### config.mk
export PLATFORM = sky130hd
export DESIGN_NAME = spi_regbank
export DESIGN_NICKNAME = d
export VERILOG_FILES = /design/src/rtl/spi_regbank.sv
export SDC_FILE = /design/constraint.sdc
export NUM_CORES = 1
export LEC_CHECK = 0
export ABC_AREA = 1
export CAP_MARGIN = 20
export CORE_ASPECT_RATIO = 1.25
export CORE_MARGIN = 2
export CORE_UTILIZATION = 35
export CTS_BUF_LIST = sky130_fd_sc_hd__clkbuf_8
export DETAILED_ROUTE_END_ITERATION = 7
export PLACE_DENSITY_LB_ADDON = 0.3
export SLEW_MARGIN = 20
export SYNTH_ARGS = -nofsm -noshare
export SYNTH_HDL_FRONTEND = slang
export SYNTH_SLANG_ARGS = --single-unit
### constraint.sdc
create_clock -name CLK -period 0.9 [get_ports CLK]
set_input_delay 0.225 -clock CLK [delete_from_list [all_inputs] [get_ports CLK]]
set_output_delay 0.225 -clock CLK [all_outputs]
set_load 0.02 [all_outputs]
### src/rtl/spi_regbank.sv
`default_nettype none
// ============================================================================
//  Module   : spi_regbank
//  Purpose  : Control/status register bank behind the SPI slave port.
//             It holds NREG R/W config registers, a W1C sticky status register
//             with an address-error flag, a self-clearing command pulse
//             register, a registered read path and an interrupt output.
//  Revision : 1.0  initial release
// ============================================================================
module spi_regbank #(
   parameter int                   DW      = 8,
   parameter int                   AW      = 8,
   parameter int                   NREG    = 4,
   parameter logic [NREG*DW-1:0]   RST_VAL = '0
) (
   input  logic                 CLK,
   input  logic                 RSTX,
   input  logic                 WEN,
   input  logic [AW-1:0]        WADDR,
   input  logic [DW-1:0]        WDATA,
   input  logic                 REN,
   input  logic [AW-1:0]        RADDR,
   output logic [DW-1:0]        RDATA,
   output logic                 RVALID,
   input  logic [DW-2:0]        STAT_SET,
   output logic [NREG*DW-1:0]   REG_OUT,
   output logic [DW-1:0]        CMD_PULSE,
   output logic                 IRQ
);

   // Status sits directly above the config block, command directly above it.
   localparam logic [AW-1:0] SADDR = AW'(NREG);
   localparam logic [AW-1:0] CADDR = AW'(NREG + 1);

   logic [DW-1:0] cfg_q [NREG];
   logic [DW-1:0] status_q, status_d;
   logic [DW-1:0] rdata_q, rdata_d;
   logic [DW-1:0] cmd_q, cmd_d;
   logic          rvalid_q;
   logic          irq_q;

   logic          addr_err;
   logic [DW-1:0] w1c_mask;

   // Anything above the command address is unmapped, for reads and writes.
   assign addr_err = (WEN && (WADDR > CADDR)) || (REN && (RADDR > CADDR));
   assign w1c_mask = (WEN && (WADDR == SADDR)) ? WDATA : '0;

   // Status update: clear first, then OR in the sets so a set always wins.
   always_comb begin
      status_d = (status_q & ~w1c_mask) | {addr_err, STAT_SET};
      cmd_d    = (WEN && (WADDR == CADDR)) ? WDATA : '0;
   end

   // Read mux uses current (pre-write) register contents; holds when idle.
   always_comb begin
      rdata_d = rdata_q;
      if (REN) begin
         rdata_d = '0;
         for (int i = 0; i < NREG; i++) begin
            if (RADDR == AW'(i)) rdata_d = cfg_q[i];
         end
         if (RADDR == SADDR) rdata_d = status_q;
      end
   end

   // Configuration registers with per-register reset values.
   always_ff @(posedge CLK or negedge RSTX) begin
      if (!RSTX) begin
         for (int i = 0; i < NREG; i++) cfg_q[i] <= RST_VAL[i*DW +: DW];
      end else if (WEN) begin
         for (int i = 0; i < NREG; i++) begin
            if (WADDR == AW'(i)) cfg_q[i] <= WDATA;
         end
      end
   end

   // Status, read path, command pulse and interrupt flops.
   always_ff @(posedge CLK or negedge RSTX) begin
      if (!RSTX) begin
         status_q <= '0;
         rdata_q  <= '0;
         rvalid_q <= 1'b0;
         cmd_q    <= '0;
         irq_q    <= 1'b0;
      end else begin
         status_q <= status_d;
         rdata_q  <= rdata_d;
         rvalid_q <= REN;
         cmd_q    <= cmd_d;
         irq_q    <= |status_q;
      end
   end

   generate
      for (genvar g = 0; g < NREG; g++) begin : g_regout
         assign REG_OUT[g*DW +: DW] = cfg_q[g];
      end
   endgenerate

   assign RDATA     = rdata_q;
   assign RVALID    = rvalid_q;
   assign CMD_PULSE = cmd_q;
   assign IRQ       = irq_q;

endmodule
`default_nettype wire

==> out/results.ini, run 1 <==
[status]
violations=negative setup slack
status=finished, violations left

[min_path]
min_to=CMD_PULSE[3]
min_path_type=input port to flop
hp-start=WDATA[3]
whs_path_depth=3

[cts]
cts-root-buf=clkbuf_8
cts_buffers=9
cts.clk_slew.worst_paths_ns=0.08
htreeDepth=3
cts_tree=yes
clockBufferDepth=2
clk_latency_ns=0.34
clock-sinks=58

[routing]
vias=2945
highest_layer=met4
drt-met1-wl_microns=3980
drtIter0Drc=283
drt-total-wl_microns=10100
vias_per_cell=5.06
final_antenna_net_count=0
drc_errors=0
drtPass1Iterations=4
wl_met3_microns=536
wire_per_inst_microns=17.3
wl_met2_microns=5230

[die]
num_rows=35
start_util_pct=36.3
dieArea_sq_um=8440
die_w_microns=82.6
core_area_sq_um=7440
die_h_microns=102
pin_count=85

[placed_design]
place_ws_ns=-0.811
io_buffers=84
placed_cell_area_sq_um=4230
gp_congestion=0.871
hpwl_microns=6210
placed_cells=538

[worst_setup_path]
ff2ff_path_depth=5
slowest_delay_ns=0.43
setup.worst_path.start_class=flop
cp_cell_sequence=buf_6
crit_fanout=2
worstSetupPathType=flop to output pin
cp.required_ns=0.67
endpoint_kind=output pin
crit_buf_inv=1
rr_startpoint=REG_OUT[22]
cpLargestDelayFamily=flip-flops
r2r_end=RDATA[6]
arrival_ns=0.92
crit_slowest_cell=dfrtp_1
r2r_slack_ns=-0.21

[synth]
synthTopCellsByCount=nand2_1, dfrtp_1, nand3_1
ys_async_sr_fraction_pct=100
yosysUniqueCellTypes=22
synthTopCellsByArea=dfrtp_1, nand2_1, o21ai_2, nand3_1, o21ai_0
syn-num-nets=338
yosys_warnings=0
yosysTopAreaCellShare_pct=53.7
yosys.cell_count.top_type=nand2_1
ys_ff_latch=58
syn_area_sq_um=2700
synth_ff_type=dfrtp_1
synth_edf_count=0
synth_top_area_cell=dfrtp_1
seq_area_frac_synth_pct=53.7
synth.avg_cell_area_sq_um=8.92
postSynthCellCount=303

[timing]
setup_viol=63
fin_crit_sh_pct=127
min_period_ns=1.14
grt_setup_unrepaired=yes
clock_skew_ns=0.00854
worst_slew_pin_slew_ns=0.388
max_slew_margin_pct=74.1
fmax_mhz=874
worst_slack_ns=-0.244
drv_slew=0
hold_viol=0

[pwr]
power_density_nw_per_um2=1340
power_leakage_nw=2.65
irDropWorstVdd_uv=895
p_total_mw=6.93

[layout]
syn2layout_area_growth_pct=91.2
fin_cells=582
n_antenna_cell=0
fin_area_sq_um=5170
layout-drive-gt1-share_pct=58.6
fin_util_pct=69.4
nNetsFinal=520

[global_routing]
grt_max_degree=59
grt_pass1_wl_microns=14000
antenna_found_initial=0
grt_pass1_vias=2814
grt_usage_pct=22.7
grt_remaining_overflow=0

[run]
cap_violations=0

-- kinds of logic (layout without fill, tap and decap cells) --
family          Yosys count  after routing  synth area share [%]
simple gates            155            157                  26.0
compound gates           59             59                  14.7
flops                    58             58                  53.7
buf+inv                  31            216                  5.56
-- stage by stage --
stage | TNS [ns] | hold WS (ns)
2_1_floorplan | -4.44 | -0.0706
3_3_place_gp | -49.09 | 0.253
3_5_place_dp | -50.41 | 0.257
4_1_cts | -11.57 | 0.309
5_1_grt | -14.01 | 0.244
6_report | -11.65 | 0.249
-- final cells by class --
| type | instances | area (sq um) |
|---|---|---|
| multi-input cells | 216 | 1510 |
| fillers | 561 | 2280 |
| inverters | 25 | 118 |
| well taps | 92 | 115 |
| clock inverters | 7 | 125 |
| repair buffers | 175 | 1730 |
| clock buffers | 9 | 124 |
| flip-flops and latches | 58 | 1450 |
-- state kept, by name, indices dropped and copies added, names as in the netlist --
register and flops:
REG_OUT 32, CMD_PULSE 8, RDATA 8, status_q 8
IRQ 1, RVALID 1
-- where the power goes --
part	total, mW	internal (mW)	switching, mW
Sequential	2.75	2.68	0.0701
Clock	3.04	1.87	1.17
Combinational	1.15	0.573	0.576
Total	6.93	5.12	1.82
-- routing by layer --
layer  GRT usage, %  up-vias
met5              0        -
met4           9.21        0
met3           4.86       29
met2           38.9      115
met1           27.6     1434
li1               -     1367
-- repair_timing --
item | 4_1_cts | 5_1_grt
pin swaps | 39 | 37
gates resized for setup | 402 | 66
endpoints found under the hold margin | 58 | 0
cloned | 1 | 1
hold buffers | 1 | 0
setup buffers | 12 | 17
endpoints found under the setup margin | 106 | 96
-- layout by cell type, fill, tap and decap left out, types with 6 or more instances in the layout --
cell type        synthesis  layout
nand3_2                  0      26
nor2_4                   1       7
buf_6                    4      79
nand3_1                 37       8
clkdlybuf4s50_1          0      13
nor2_2                   3       8
inv_1                   21      17
o21bai_1                 8       8
nor2_1                  22      11
dfrtp_1                 58      58
o21ai_1                  4      12
nand2_1                 78      61
buf_2                    2       6
buf_4                    0      57
clkbuf_8                 0       9
nand2_2                  8      18
buf_12                   0       7
o21ai_2                 22      33
nand2_4                  0       7
-- worst min-delay path, cell delays in order --
cell	delay, ns
dlymetal6s2s_1	0.14
clkinvlp_4	0.13
nor2_1	0.06
-- worst max path at each step --
stage,from,depth (start not counted),end
4_1_cts,REG_OUT[31],1,REG_OUT[31]
3_5_place_dp,RADDR[6],8,RDATA[2]
2_1_floorplan,WADDR[2],7,REG_OUT[29]
3_3_place_gp,RADDR[6],8,RDATA[2]
6_report,REG_OUT[31],1,REG_OUT[31]
5_1_grt,REG_OUT[22],5,RDATA[6]
Power figures use the tool's default switching activity.
==> run 2, diff against run 1 <==
--- a/config.mk
+++ b/config.mk
@@ -9,7 +9,7 @@
 export CAP_MARGIN = 20
 export CORE_ASPECT_RATIO = 1.25
 export CORE_MARGIN = 2
-export CORE_UTILIZATION = 35
+export CORE_UTILIZATION = 48
 export CTS_BUF_LIST = sky130_fd_sc_hd__clkbuf_8
 export DETAILED_ROUTE_END_ITERATION = 7
 export PLACE_DENSITY_LB_ADDON = 0.3
==> run 2 against run 1 <==
Effect of this change: the run now fails in global routing; area after synthesis did not move; synthesized cell count is the same.
==> out/results.ini, run 2 <==
[synth]
synthTopCellsByArea=dfrtp_1, nand2_1, o21ai_2, nand3_1, o21ai_0
synthTopCellsByCount=nand2_1, dfrtp_1, nand3_1
postSynthCellCount=303  ; unchanged
synth_ff_type=dfrtp_1
ys_async_sr_fraction_pct=100  ; unchanged
ys_ff_latch=58  ; unchanged
yosysUniqueCellTypes=22  ; unchanged
yosysTopAreaCellShare_pct=53.7  ; unchanged
synth.avg_cell_area_sq_um=8.92  ; unchanged
syn_area_sq_um=2700  ; unchanged
synth_top_area_cell=dfrtp_1
syn-num-nets=338  ; unchanged
yosys_warnings=0  ; unchanged
synth_edf_count=0  ; unchanged
yosys.cell_count.top_type=nand2_1
seq_area_frac_synth_pct=53.7  ; unchanged

[timing]
worst_endpoint_kind=top-level output
grt_repair_worst_endpoint=REG_OUT[18]

[status]
stop_stage=global routing
first-error=[ERROR DPL-0038] Utilization greater than 100%, impossible to legalize
status=did not finish

[die]
pin_count=85  ; unchanged
die_w_microns=71.1  ; -14%
start_util_pct=49.7  ; +13 points
die_h_microns=87.9  ; -14%
num_rows=30  ; -14%

[cts]
clockBufferDepth=2  ; unchanged
cts-root-buf=clkbuf_8
clock-sinks=58  ; unchanged
cts_buffers=9  ; unchanged
htreeDepth=3  ; unchanged

[global_routing]
grt_max_degree=59

[placed_design]
io_buffers=84  ; unchanged
gp_congestion=0.874  ; +0.24%
hpwl_microns=5860  ; -5.6%

## run 2: cell counts after synthesis
Identical to the previous run, type by type.
## run 2: cell families after synthesis
family,count (synthesis),synth area share (%)
AO/OA/AOI/OAI,59,14.7
buffers and inverters,31,5.56
flip-flops,58,53.7
AND/OR/NAND/NOR,155,26.0
## run 2: through the flow
stage	cells	instance area (sq um)	hold WS [ns]	utilization, %	worst slack [ns]
CTS	543	4860	0.357	89.3	-0.230
global placement	505	4190	0.246	76.9	-0.695
detailed placement	505	4190	0.247	76.9	-0.768
floorplan	303	2800	-0.0706	-	-0.161
## run 2: what timing repair did
| action | CTS |
|---|---|
| cloned | 3 |
| gates resized for setup | 413 |
| endpoints found under the setup margin | 107 |
| hold buffers | 1 |
| pin swaps | 38 |
| buffers inserted | 19 |
| hold endpoints to repair | 58 |
==> run 3, diff against run 2 <==
--- a/config.mk
+++ b/config.mk
@@ -7,12 +7,10 @@
 export LEC_CHECK = 0
 export ABC_AREA = 1
 export CAP_MARGIN = 20
-export CORE_ASPECT_RATIO = 1.25
 export CORE_MARGIN = 2
-export CORE_UTILIZATION = 48
-export CTS_BUF_LIST = sky130_fd_sc_hd__clkbuf_8
+export CORE_UTILIZATION = 40
 export DETAILED_ROUTE_END_ITERATION = 7
-export PLACE_DENSITY_LB_ADDON = 0.3
+export PLACE_DENSITY_LB_ADDON = 0.15
 export SLEW_MARGIN = 20
 export SYNTH_ARGS = -nofsm -noshare
 export SYNTH_HDL_FRONTEND = slang
==> run 3 against run 2 <==
Effect of this change: the flow now finishes, with violations (negative setup slack).
==> out/results.ini, run 3 (synthesis gave the netlist of run 1 again) <==
[worst_setup_path]
arrival_ns=0.92
endpoint_kind=output pin
r2r_end=RDATA[2]
setup.worst_path.start_class=flop
critPathCapture=REG_OUT[0]
r2r_slack_ns=-0.20
cpLargestDelayFamily=flip-flops
ff2ff_path_depth=5
crit_slowest_cell=dfrtp_1
crit_start=REG_OUT[0]
cp_cell_sequence=buf_6
cp.depth=1
worstSetupPathType=flop to output pin
crit_buf_inv=1
rr_startpoint=REG_OUT[10]
slowest_delay_ns=0.42
cp.required_ns=0.67
crit_fanout=2

[die]
die_w_microns=86.2  ; +21%
num_rows=29  ; -3.3%
core_area_sq_um=6460
pin_count=85  ; unchanged
start_util_pct=41.8  ; -7.8 points
dieArea_sq_um=7430
die_h_microns=86.2  ; -1.9%

[timing]
fmax_mhz=871
worst_slack_ns=-0.248
hold_viol=0
max_slew_margin_pct=75.9
grt_setup_unrepaired=yes
totalNegativeSetupSlack_ns=-11.55
setup_viol=65
min_period_ns=1.15
drv_slew=0
clock_skew_ns=0.00691
worst_slew_pin_slew_ns=0.358
fin_crit_sh_pct=128

[layout]
largest_reg_flops=32
final_common_cell=buf_6
syn2layout_area_growth_pct=87.9
layout-drive-gt1-share_pct=57.4
fin_util_pct=78.6
n_antenna_cell=0
fin_area_sq_um=5080
fin_cells=561
final_cell_mix=buf_6, nand2_1, dfrtp_1
fillers=411
nNetsFinal=514

[global_routing]
antenna_found_initial=0
grt_max_degree=59
grt_usage_pct=25.0
grt_pass1_wl_microns=14200
grt_pass1_vias=2864
grt_remaining_overflow=0

[routing]
final_antenna_net_count=0
vias=2979
drtPass1Iterations=4
vias_per_cell=5.31
drtIter0Drc=170
wire_per_inst_microns=17.4
drt-total-wl_microns=9770
drc_errors=0

[placed_design]
gp_congestion=0.814  ; -6.8%
placed_cells=520  ; +3.0%
placed_cell_area_sq_um=4190  ; +0.15%
place_ws_ns=-0.822  ; -0.0545 ns
hpwl_microns=5740  ; -2.1%
io_buffers=84  ; unchanged

[pwr]
irDropWorstVdd_uv=956
power_density_nw_per_um2=1210
power_leakage_nw=2.60

[min_path]
min_path_type=input port to flop

[cts]
clockBufferDepth=2  ; unchanged
htreeDepth=3  ; unchanged
clk_latency_ns=0.35
cts.clk_slew.worst_paths_ns=0.07
cts_tree=yes
cts-root-buf=clkbuf_8
cts_buffers=9  ; unchanged
clock-sinks=58  ; unchanged

[status]
violations=negative setup slack
status=finished, violations left

[run]
cap_violations=0

==> run 3: layer usage <==
layer  track usage, %  wire length, microns  vias to the layer above
met2             41.7                  5000                      139
li1                 -                     -                     1364
met3             6.48                   649                       36
met5                0                     0                        -
met4             7.95                   319                        0
met1             31.9                  3800                     1440
==> run 3: stage by stage <==
| step | hold slack, ns | power, mW |
|---|---|---|
| floorplan | -0.0706 | 3.09 |
| detailed placement | 0.254 | 3.71 |
| CTS | 0.327 | 6.03 |
| global route | 0.366 | 6.36 |
| global placement | 0.254 | 3.70 |
| finish | 0.347 | 6.14 |
==> run 3: worst min path at each step <==
stage          startpoint      endpoint  cells after the start
3_5_place_dp         RSTX   REG_OUT[31]                      2
4_1_cts          WADDR[1]    REG_OUT[5]                      4
2_1_floorplan        RSTX  CMD_PULSE[0]                      0
5_1_grt          WADDR[1]    REG_OUT[5]                      4
3_3_place_gp         RSTX   REG_OUT[31]                      2
6_report         WADDR[1]    REG_OUT[5]                      4
==> run 3: repair_timing <==
action                                  CTS  global route
endpoints found under the setup margin  107            86
hold buffers                              1             0
gates cloned                              2             0
setup buffers                            20             9
pin swaps                                44            38
gates resized for setup                 408            62
hold endpoints to repair                 58             0
==> run 3: power by group <==
group          switching, mW  internal, mW  total, mW  leakage (nW)
clock                   1.05          1.22       2.26        0.0965
sequential            0.0712          2.68       2.75         0.754
combinational          0.560         0.566       1.13          1.75
total                   1.68          4.46       6.14          2.60
==> run 3: area by class of cell <==
| type | count | area, sq um | area share [%] |
|---|---|---|---|
| inverter | 25 | 109 | 2.14 |
| multi-input combinational | 216 | 1510 | 29.6 |
| timing repair buffer | 169 | 1730 | 34.1 |
| clock inverter | 2 | 10.0 | 0.197 |
| sequential | 58 | 1460 | 28.7 |
| tap | 77 | 96.3 | 1.90 |
| clock buffer | 14 | 173 | 3.40 |
